==> config.mk <==
export PLATFORM = sky130hd
export DESIGN_NAME = sig_debounce
export DESIGN_NICKNAME = d
export VERILOG_FILES = /design/src/rtl/sig_debounce_pkg.sv /design/src/rtl/sig_debounce_synchronizer.sv /design/src/rtl/sig_debounce.sv
export SDC_FILE = /design/constraint.sdc
export NUM_CORES = 1
export LEC_CHECK = 0
export BUFFER_PORTS_ARGS = -buffer_cell sky130_fd_sc_hd__buf_2
export CAP_MARGIN = 40
export CORE_MARGIN = 4
export CORE_UTILIZATION = 45
export CTS_CLUSTER_DIAMETER = 30
export CTS_CLUSTER_SIZE = 14
export DETAILED_ROUTE_END_ITERATION = 7
export GPL_TIMING_DRIVEN = 0
export PLACE_DENSITY = 0.66
export SYNTH_ARGS = -nofsm -noshare
export SYNTH_HDL_FRONTEND = slang
export SYNTH_SLANG_ARGS = --single-unit
==> constraint.sdc <==
create_clock -name clk -period 1.9 [get_ports clk]
set_input_delay 0.38 -clock clk [delete_from_list [all_inputs] [get_ports clk]]
set_output_delay 0.38 -clock clk [all_outputs]
set_load 0.03 [all_outputs]
==> src/rtl/sig_debounce_pkg.sv <==
// Shared definitions for input-conditioning blocks: debounce FSM state encodings
// and small helpers used by the debouncer.
package sig_debounce_pkg;

   typedef enum logic [1:0] {
      ST_IDLE_LO = 2'b00,
      ST_WAIT_HI = 2'b01,
      ST_IDLE_HI = 2'b10,
      ST_WAIT_LO = 2'b11
   } state_e;

   // Settled state that corresponds to a given accepted level.
   function automatic state_e idle_state(input logic level);
      return level ? ST_IDLE_HI : ST_IDLE_LO;
   endfunction

   function automatic logic is_wait(input state_e st);
      return (st == ST_WAIT_HI) || (st == ST_WAIT_LO);
   endfunction

endpackage

==> src/rtl/sig_debounce_synchronizer.sv <==
// Multi-flop synchronizer for a single asynchronous bit; the last stage is the
// only one safe to use in the clk domain.
module sig_synchronizer #(
   parameter int   STAGES      = 2,
   parameter logic RESET_LEVEL = 1'b0
) (
   input  logic clk,
   input  logic rst,
   input  logic d,
   output logic q
);

   logic [STAGES-1:0] chain_q;
   logic [STAGES-1:0] chain_d;

   always_comb begin
      chain_d = {chain_q[STAGES-2:0], d};
   end

   always_ff @(posedge clk) begin
      if (rst) begin
         chain_q <= {STAGES{RESET_LEVEL}};
      end else begin
         chain_q <= chain_d;
      end
   end

   assign q = chain_q[STAGES-1];

endmodule

==> src/rtl/sig_debounce.sv <==
// Debouncer: synchronizes a raw input, then accepts a level change only after it
// has been stable for DEBOUNCE_CYCLES consecutive synchronized cycles.
module sig_debounce
   import sig_debounce_pkg::*;
#(
   parameter int   SYNC_STAGES     = 2,
   parameter int   DEBOUNCE_CYCLES = 1000,
   parameter logic RESET_LEVEL     = 1'b0,
   parameter int   GLITCH_W        = 8
) (
   input  logic                clk,
   input  logic                rst,
   input  logic                sig_in,
   output logic                sig_out,
   output logic                busy,
   output logic [GLITCH_W-1:0] glitch_cnt
);

   localparam int                  CNT_W      = $clog2(DEBOUNCE_CYCLES + 1);
   localparam logic [CNT_W-1:0]    CNT_LAST   = CNT_W'(DEBOUNCE_CYCLES - 1);
   localparam logic [CNT_W-1:0]    CNT_ONE    = CNT_W'(1);
   localparam logic [GLITCH_W-1:0] GLITCH_MAX = '1;

   logic sig_sync;

   sig_synchronizer #(
      .STAGES      (SYNC_STAGES),
      .RESET_LEVEL (RESET_LEVEL)
   ) u_sync (
      .clk (clk),
      .rst (rst),
      .d   (sig_in),
      .q   (sig_sync)
   );

   state_e              state_q,   state_d;
   logic [CNT_W-1:0]    cnt_q,     cnt_d;
   logic [GLITCH_W-1:0] glitch_q,  glitch_d;
   logic                sig_out_q, sig_out_d;
   logic [GLITCH_W-1:0] glitch_inc;

   always_comb begin
      glitch_inc = (glitch_q == GLITCH_MAX) ? glitch_q : glitch_q + GLITCH_W'(1);
   end

   // The entry into WAIT already counts as the first stable cycle, so cnt starts at 1.
   always_comb begin
      state_d   = state_q;
      cnt_d     = cnt_q;
      glitch_d  = glitch_q;
      sig_out_d = sig_out_q;
      case (state_q)
         ST_IDLE_LO: begin
            if (sig_sync) begin
               state_d = ST_WAIT_HI;
               cnt_d   = CNT_ONE;
            end else begin
               cnt_d   = '0;
            end
         end
         ST_WAIT_HI: begin
            if (!sig_sync) begin
               state_d  = ST_IDLE_LO;
               cnt_d    = '0;
               glitch_d = glitch_inc;
            end else if (cnt_q == CNT_LAST) begin
               state_d   = ST_IDLE_HI;
               sig_out_d = 1'b1;
               cnt_d     = '0;
            end else begin
               cnt_d = cnt_q + CNT_ONE;
            end
         end
         ST_IDLE_HI: begin
            if (!sig_sync) begin
               state_d = ST_WAIT_LO;
               cnt_d   = CNT_ONE;
            end else begin
               cnt_d   = '0;
            end
         end
         ST_WAIT_LO: begin
            if (sig_sync) begin
               state_d  = ST_IDLE_HI;
               cnt_d    = '0;
               glitch_d = glitch_inc;
            end else if (cnt_q == CNT_LAST) begin
               state_d   = ST_IDLE_LO;
               sig_out_d = 1'b0;
               cnt_d     = '0;
            end else begin
               cnt_d = cnt_q + CNT_ONE;
            end
         end
         default: begin
            state_d   = ST_IDLE_LO;
            sig_out_d = 1'b0;
            cnt_d     = '0;
         end
      endcase
   end

   always_ff @(posedge clk) begin
      if (rst) begin
         state_q   <= idle_state(RESET_LEVEL);
         cnt_q     <= '0;
         glitch_q  <= '0;
         sig_out_q <= RESET_LEVEL;
      end else begin
         state_q   <= state_d;
         cnt_q     <= cnt_d;
         glitch_q  <= glitch_d;
         sig_out_q <= sig_out_d;
      end
   end

   assign sig_out    = sig_out_q;
   assign busy       = is_wait(state_q);
   assign glitch_cnt = glitch_q;

endmodule

Word-level counts from Yosys, hierarchy flattened
Cells that the tools add are included.

Equal/unequal tests: 15. Add/subtract/negate cells: 2. Reduce and logical (&&, ||, !) cells: 6. Muxes and demuxes: 22.

Operator list (number): $pmux W10 S4 (1); $mux W10 (3); $mux W8 (3); $pmux W8 S2 (1); $mux W2 (6); $add A10 B1 Y10 const B (1); $eq A10 B10 Y1 const B (1); $ne A2 B2 Y1 const B (5); $add A8 B1 Y8 const B (1); $eq A8 B8 Y1 const B (1); $pmux W2 S4 (1); $mux W1 (6); $ne A2 B1 Y1 const B (3); $reduce_and A5 Y1 (1); $eq A2 B2 Y1 const B (2); $reduce_and A4 Y1 (1); $ne A3 B2 Y1 const B (1); $ne A3 B3 Y1 const B (1); $reduce_and A3 Y1 (1); $eq A2 B1 Y1 const B (1); $logic_not A2 Y1 (1); $pmux W1 S2 (1); $reduce_bool A2 Y1 (1); $logic_or A1 B1 Y1 (1).

Logic and storage cells: 50. Output and inout port bits: 10. Register bits: 23.

Depth between registers and ports, before layout
Depth after elaboration: 4. Depth in mapped cells: 6. Depth with buffers taken out: 5.

Hierarchy
Synthesis repeated with hierarchy kept, for this count alone.

Cell total of the unflattened synthesis: 117. Area total of the unflattened synthesis: 1047.3 µm².

By module, submodules not included: sig_debounce (instances 1, cells an instance 113, area an instance 994.7 µm², seq. area each 420.4 µm²); sig_synchronizer (instances 1, cells an instance 4, area an instance 52.6 µm², seq. area each 40.0 µm²).

Worst setup path before layout
OpenSTA, ideal clock, no wires.

Kind: register -> register. Start point: reg glitch_q[0], in the netlist glitch_cnt[0]. End point: reg glitch_q[1], in the netlist glitch_cnt[1]. Buffers on the path: 1. Clock period less this slack: 1600 ps. Arrival: 1473 ps. Stages on the path, launching flop included: 7. Path slack: 300 ps. Data required time: 1772 ps. Cell sequence: dfxtp_1 > ha_1 > nand3_1 > o211ai_2 > buf_6 > mux2i_1 > nor2_1.

Cells in the longest elaborated chain, start to end: 4. Elaborated cells on any way between the ends: 6. Those cells by class: 1 x add/sub; 1 x eq/ne; 4 x mux.

RTL lines: start: declaration (RTL line sig_debounce.sv:38) `logic [GLITCH_W-1:0] glitch_q, glitch_d;`; start signal: assignment (RTL line sig_debounce.sv:112) `glitch_q <= glitch_d;`; $add A8 B1 Y8 / $eq A8 B8 Y1 (equally long branches) (RTL line sig_debounce.sv:43) `glitch_inc = (glitch_q == GLITCH_MAX) ? glitch_q : glitch_q + GLITCH_W'(1);`; $mux W8 * (RTL line sig_debounce.sv:43); $mux W8, on equally long branches (RTL line sig_debounce.sv:83, sig_debounce.sv:62); $pmux W8 S2 * (RTL line sig_debounce.sv:52) `case (state_q)`.

Every way passes the cells marked *; elsewhere a longest branch is shown, timed or not. The select of a mux whose other input is x is not followed. A chain may end at the register's enable or synchronous reset.

Final worst setup path
Start point: reg glitch_q[0], in the netlist glitch_cnt[0]. End point: reg glitch_q[4], in the netlist glitch_cnt[4].

Same word-level chain as after synthesis.

==> qor.yml <==
yosys:
  yosysMostFrequentCell: "dfxtp_1"
  avgSynthCellArea_sq_um: 9.32
  synth_flop_cell: "dfxtp_1"
  syn_inst: 106
  ys_top_cells_by_area: "dfxtp_1, xor2_1, nor2_1"
  yosysUniqueCellTypes: 26
  synth_edf_count: 0
  synth-simple-area-share_pct: 25.3
  synth_common_cells: "dfxtp_1, nor2_1, nand3_1"
  synth-async-reset-ratio_pct: 0
  synth_top_family_by_area: "simple AND/OR/NAND/NOR gates"
  synth_top_area_cell: "dfxtp_1"
  synth_mux_area_share_pct: 3.04
  synth_compound_gate_area_share_pct: 9.87
  yosys_warnings: 0
  ys_ff_latch: 23
  synth_area_sq_um: 988
  synth_top_area_share_pct: 46.6
  seq_area_frac_synth_pct: 46.6
  synth_fa_ha_area_share_pct: 2.53
  synth_xor_area_share_pct: 9.62
  synth_nets: 111
worst_setup_path:
  path_class: "reg -> reg"
  cp-end-kind: "flop"
  crit_fanout: 10
  required_ns: 2.14
  arrival_ns: 1.84
  r2r_slack_ns: 0.30
  cp_cell_sequence: "ha_1, nand3_1, o211ai_2, buf_6, or3_1, a21oi_1"
  cp_slowest_cell: "dfxtp_1"
  cp_slowest_stage_delay_ns: 0.36
  cp-start-kind: "flop"
timing:
  finalCriticalPeriod_ns: 1.60
  clock.fmax_mhz: 624
  hold_viol_final: 0
  slew_viol_final: 0
  fin_ws_ns: 0.298
  tightest_slew_ns: 0.434
  hold_slack_ns: 0.263
  fin_skew_ns: 0.00309
  slew_headroom_pct: 71.1
  rsz0062_at_grt: "false"
  fin_tns_setup_ns: 0
  post-route-period-util_pct: 84.3
  setup_violations: 0
die:
  die_h_microns: 54.9
  dieWidth_microns: 54.9
  io_pins: 13
  die-area_sq_mm: 0.00301
  initial_core_util_pct: 48.9
  core_sq_mm: 0.00202
  rows: 16
power_and_ir_drop:
  p_seq_share_pct: 66.3
  switching_power_mw: 0.165
  powerDensity_mw_per_mm2: 670
  p_leak_nw: 0.425
  swShare_pct: 22.2
  intPower_mw: 0.579
  pwr-share-clk_pct: 29.5
  irDropWorstVdd_v: 0.000365
  pwr-share-comb_pct: 4.2
routing:
  via_count: 786
  ant_nets: 0
  wl_per_cell_microns: 11.6
  drc: 0
  wl_mm: 1.73
  drtPass1Iterations: 4
  viasPerCell: 5.28
  drt_iter0_drc: 10
run_status:
  outcome: "completed"
cts:
  clock_latency_ns: 0.30
  clockRootBuffer: "clkbuf_4"
  cts_num_sinks: 23
  htree_levels: 1
  postCtsResizedCells: 0
  max-clock-path-buffers: 2
  cts_tree: "yes"
  cts_buffers: 3
  post_cts_buffers: 0
  ctsHoldBuffers: 0
  path_clk_slew_ns: 0.12
finish:
  antenna_cells: 0
  fin_nets: 128
  drive_above_1_share_pct: 16.4
  design_area_sq_mm: 0.00111
  synthToLayoutAreaGrowth_pct: 12.3
global_route:
  antenna_found_initial: 0
  grt_pass1_wl_mm: 3.24
  grt_max_degree: 14
  grt_pass1_vias: 735
  grt.overflow.total: 0
  grt.total_usage_pct: 15.3
placed_design:
  pre_cts_ws_ns: 0.317
  port_buffers: 12
  dp_hpwl_mm: 1.30
  dpl_cell_area_sq_mm: 0.00108
  gp_congestion: 0.748
worst_hold_path:
  min_path_type: "in -> reg"
job:
  cap_violations: 0
-- routing by layer --
metal | global-route usage, % | up-vias | wire length, microns
met1 | 20.2 | 358 | 866
met2 | 22.8 | 14 | 775
li1 | - | 412 | -
met3 | 4.09 | 2 | 79
met5 | 0 | - | 0
met4 | 7.47 | 0 | 10
-- final timing paths --
kind | start | to | cells past startpoint
worst max-delay path | glitch_cnt[0] | glitch_cnt[4] | 6
worst min register to register | u_sync.chain_q[0] | u_sync.chain_q[1] | 1
worst min-delay path | rst | u_sync.chain_q[0] | 2
worst max register to register | glitch_cnt[0] | glitch_cnt[4] | 6
-- critical path: cells and delay by family, from the launching register on --
family | cells | cell delay (ns)
buffers and inverters | 1 | 0.18
adders and majority gates | 1 | 0.25
AOI/OAI and AO/OA | 2 | 0.31
DFF | 1 | 0.36
and+or+nand+nor | 2 | 0.45
-- layout by cell type, fill, tap and decap left out, drive strengths merged --
cell type / count
a21oi: 7
dfxtp: 23
clkbuf: 5
nor2b: 2
and4bb: 1
inv: 3
nand3: 9
and2b: 1
o21ai: 4
clkinv: 1
mux2i: 3
or4: 3
and3: 2
ha: 2
and2: 2
and4: 1
o211ai: 1
nor2: 13
a21boi: 1
or3: 3
buf: 13
nand4: 6
o31ai: 3
nand2: 3
xnor2: 2
xor2: 8
-- cell type report --
cell class / instances / area [sq um]
Tap cell: 27 / 33.8
Clock inverter: 1 / 5.00
Timing Repair Buffer: 12 / 60.1
Buffer: 3 / 18.8
Fill cell: 200 / 912
Inverter: 3 / 11.3
Multi-Input combinational cell: 77 / 498
Sequential cell: 23 / 460
Clock buffer: 3 / 22.5
-- per-stage QoR --
stage	std cells	util [%]	power (mW)
final	149	54.9	0.744
after global routing	149	54.9	0.789
after CTS	149	54.9	0.759
after detailed placement	145	53.5	0.536
after global placement	145	53.5	0.535
after floorplan	106	-	0.525
-- state kept, by name (all words and copies together) (netlist names), named ones only --
| signal | count |
|---|---|
| cnt_q | 10 |
| glitch_cnt | 8 |
| sig_out | 1 |
| state_q | 1 |
| u_sync.chain_q | 2 |
-- power groups by stage --
stage,clock network (mW),logic (mW),registers (mW)
after global routing,0.259,0.0350,0.495
after detailed placement,0,0.0312,0.504
after CTS,0.234,0.0313,0.494
final,0.220,0.0309,0.493
after floorplan,0,0.0161,0.509
after global placement,0,0.0309,0.504
-- kinds of logic after synthesis --
logic type               count (synthesis)
buffers and inverters                    6
flip-flops                              23
adder cells (fa/ha/maj)                  2
AND/OR/NAND/NOR                         46
XOR/XNOR                                10
AO/OA/AOI/OAI                           16
multiplexers                             3
(Power assumes the default switching activity.)
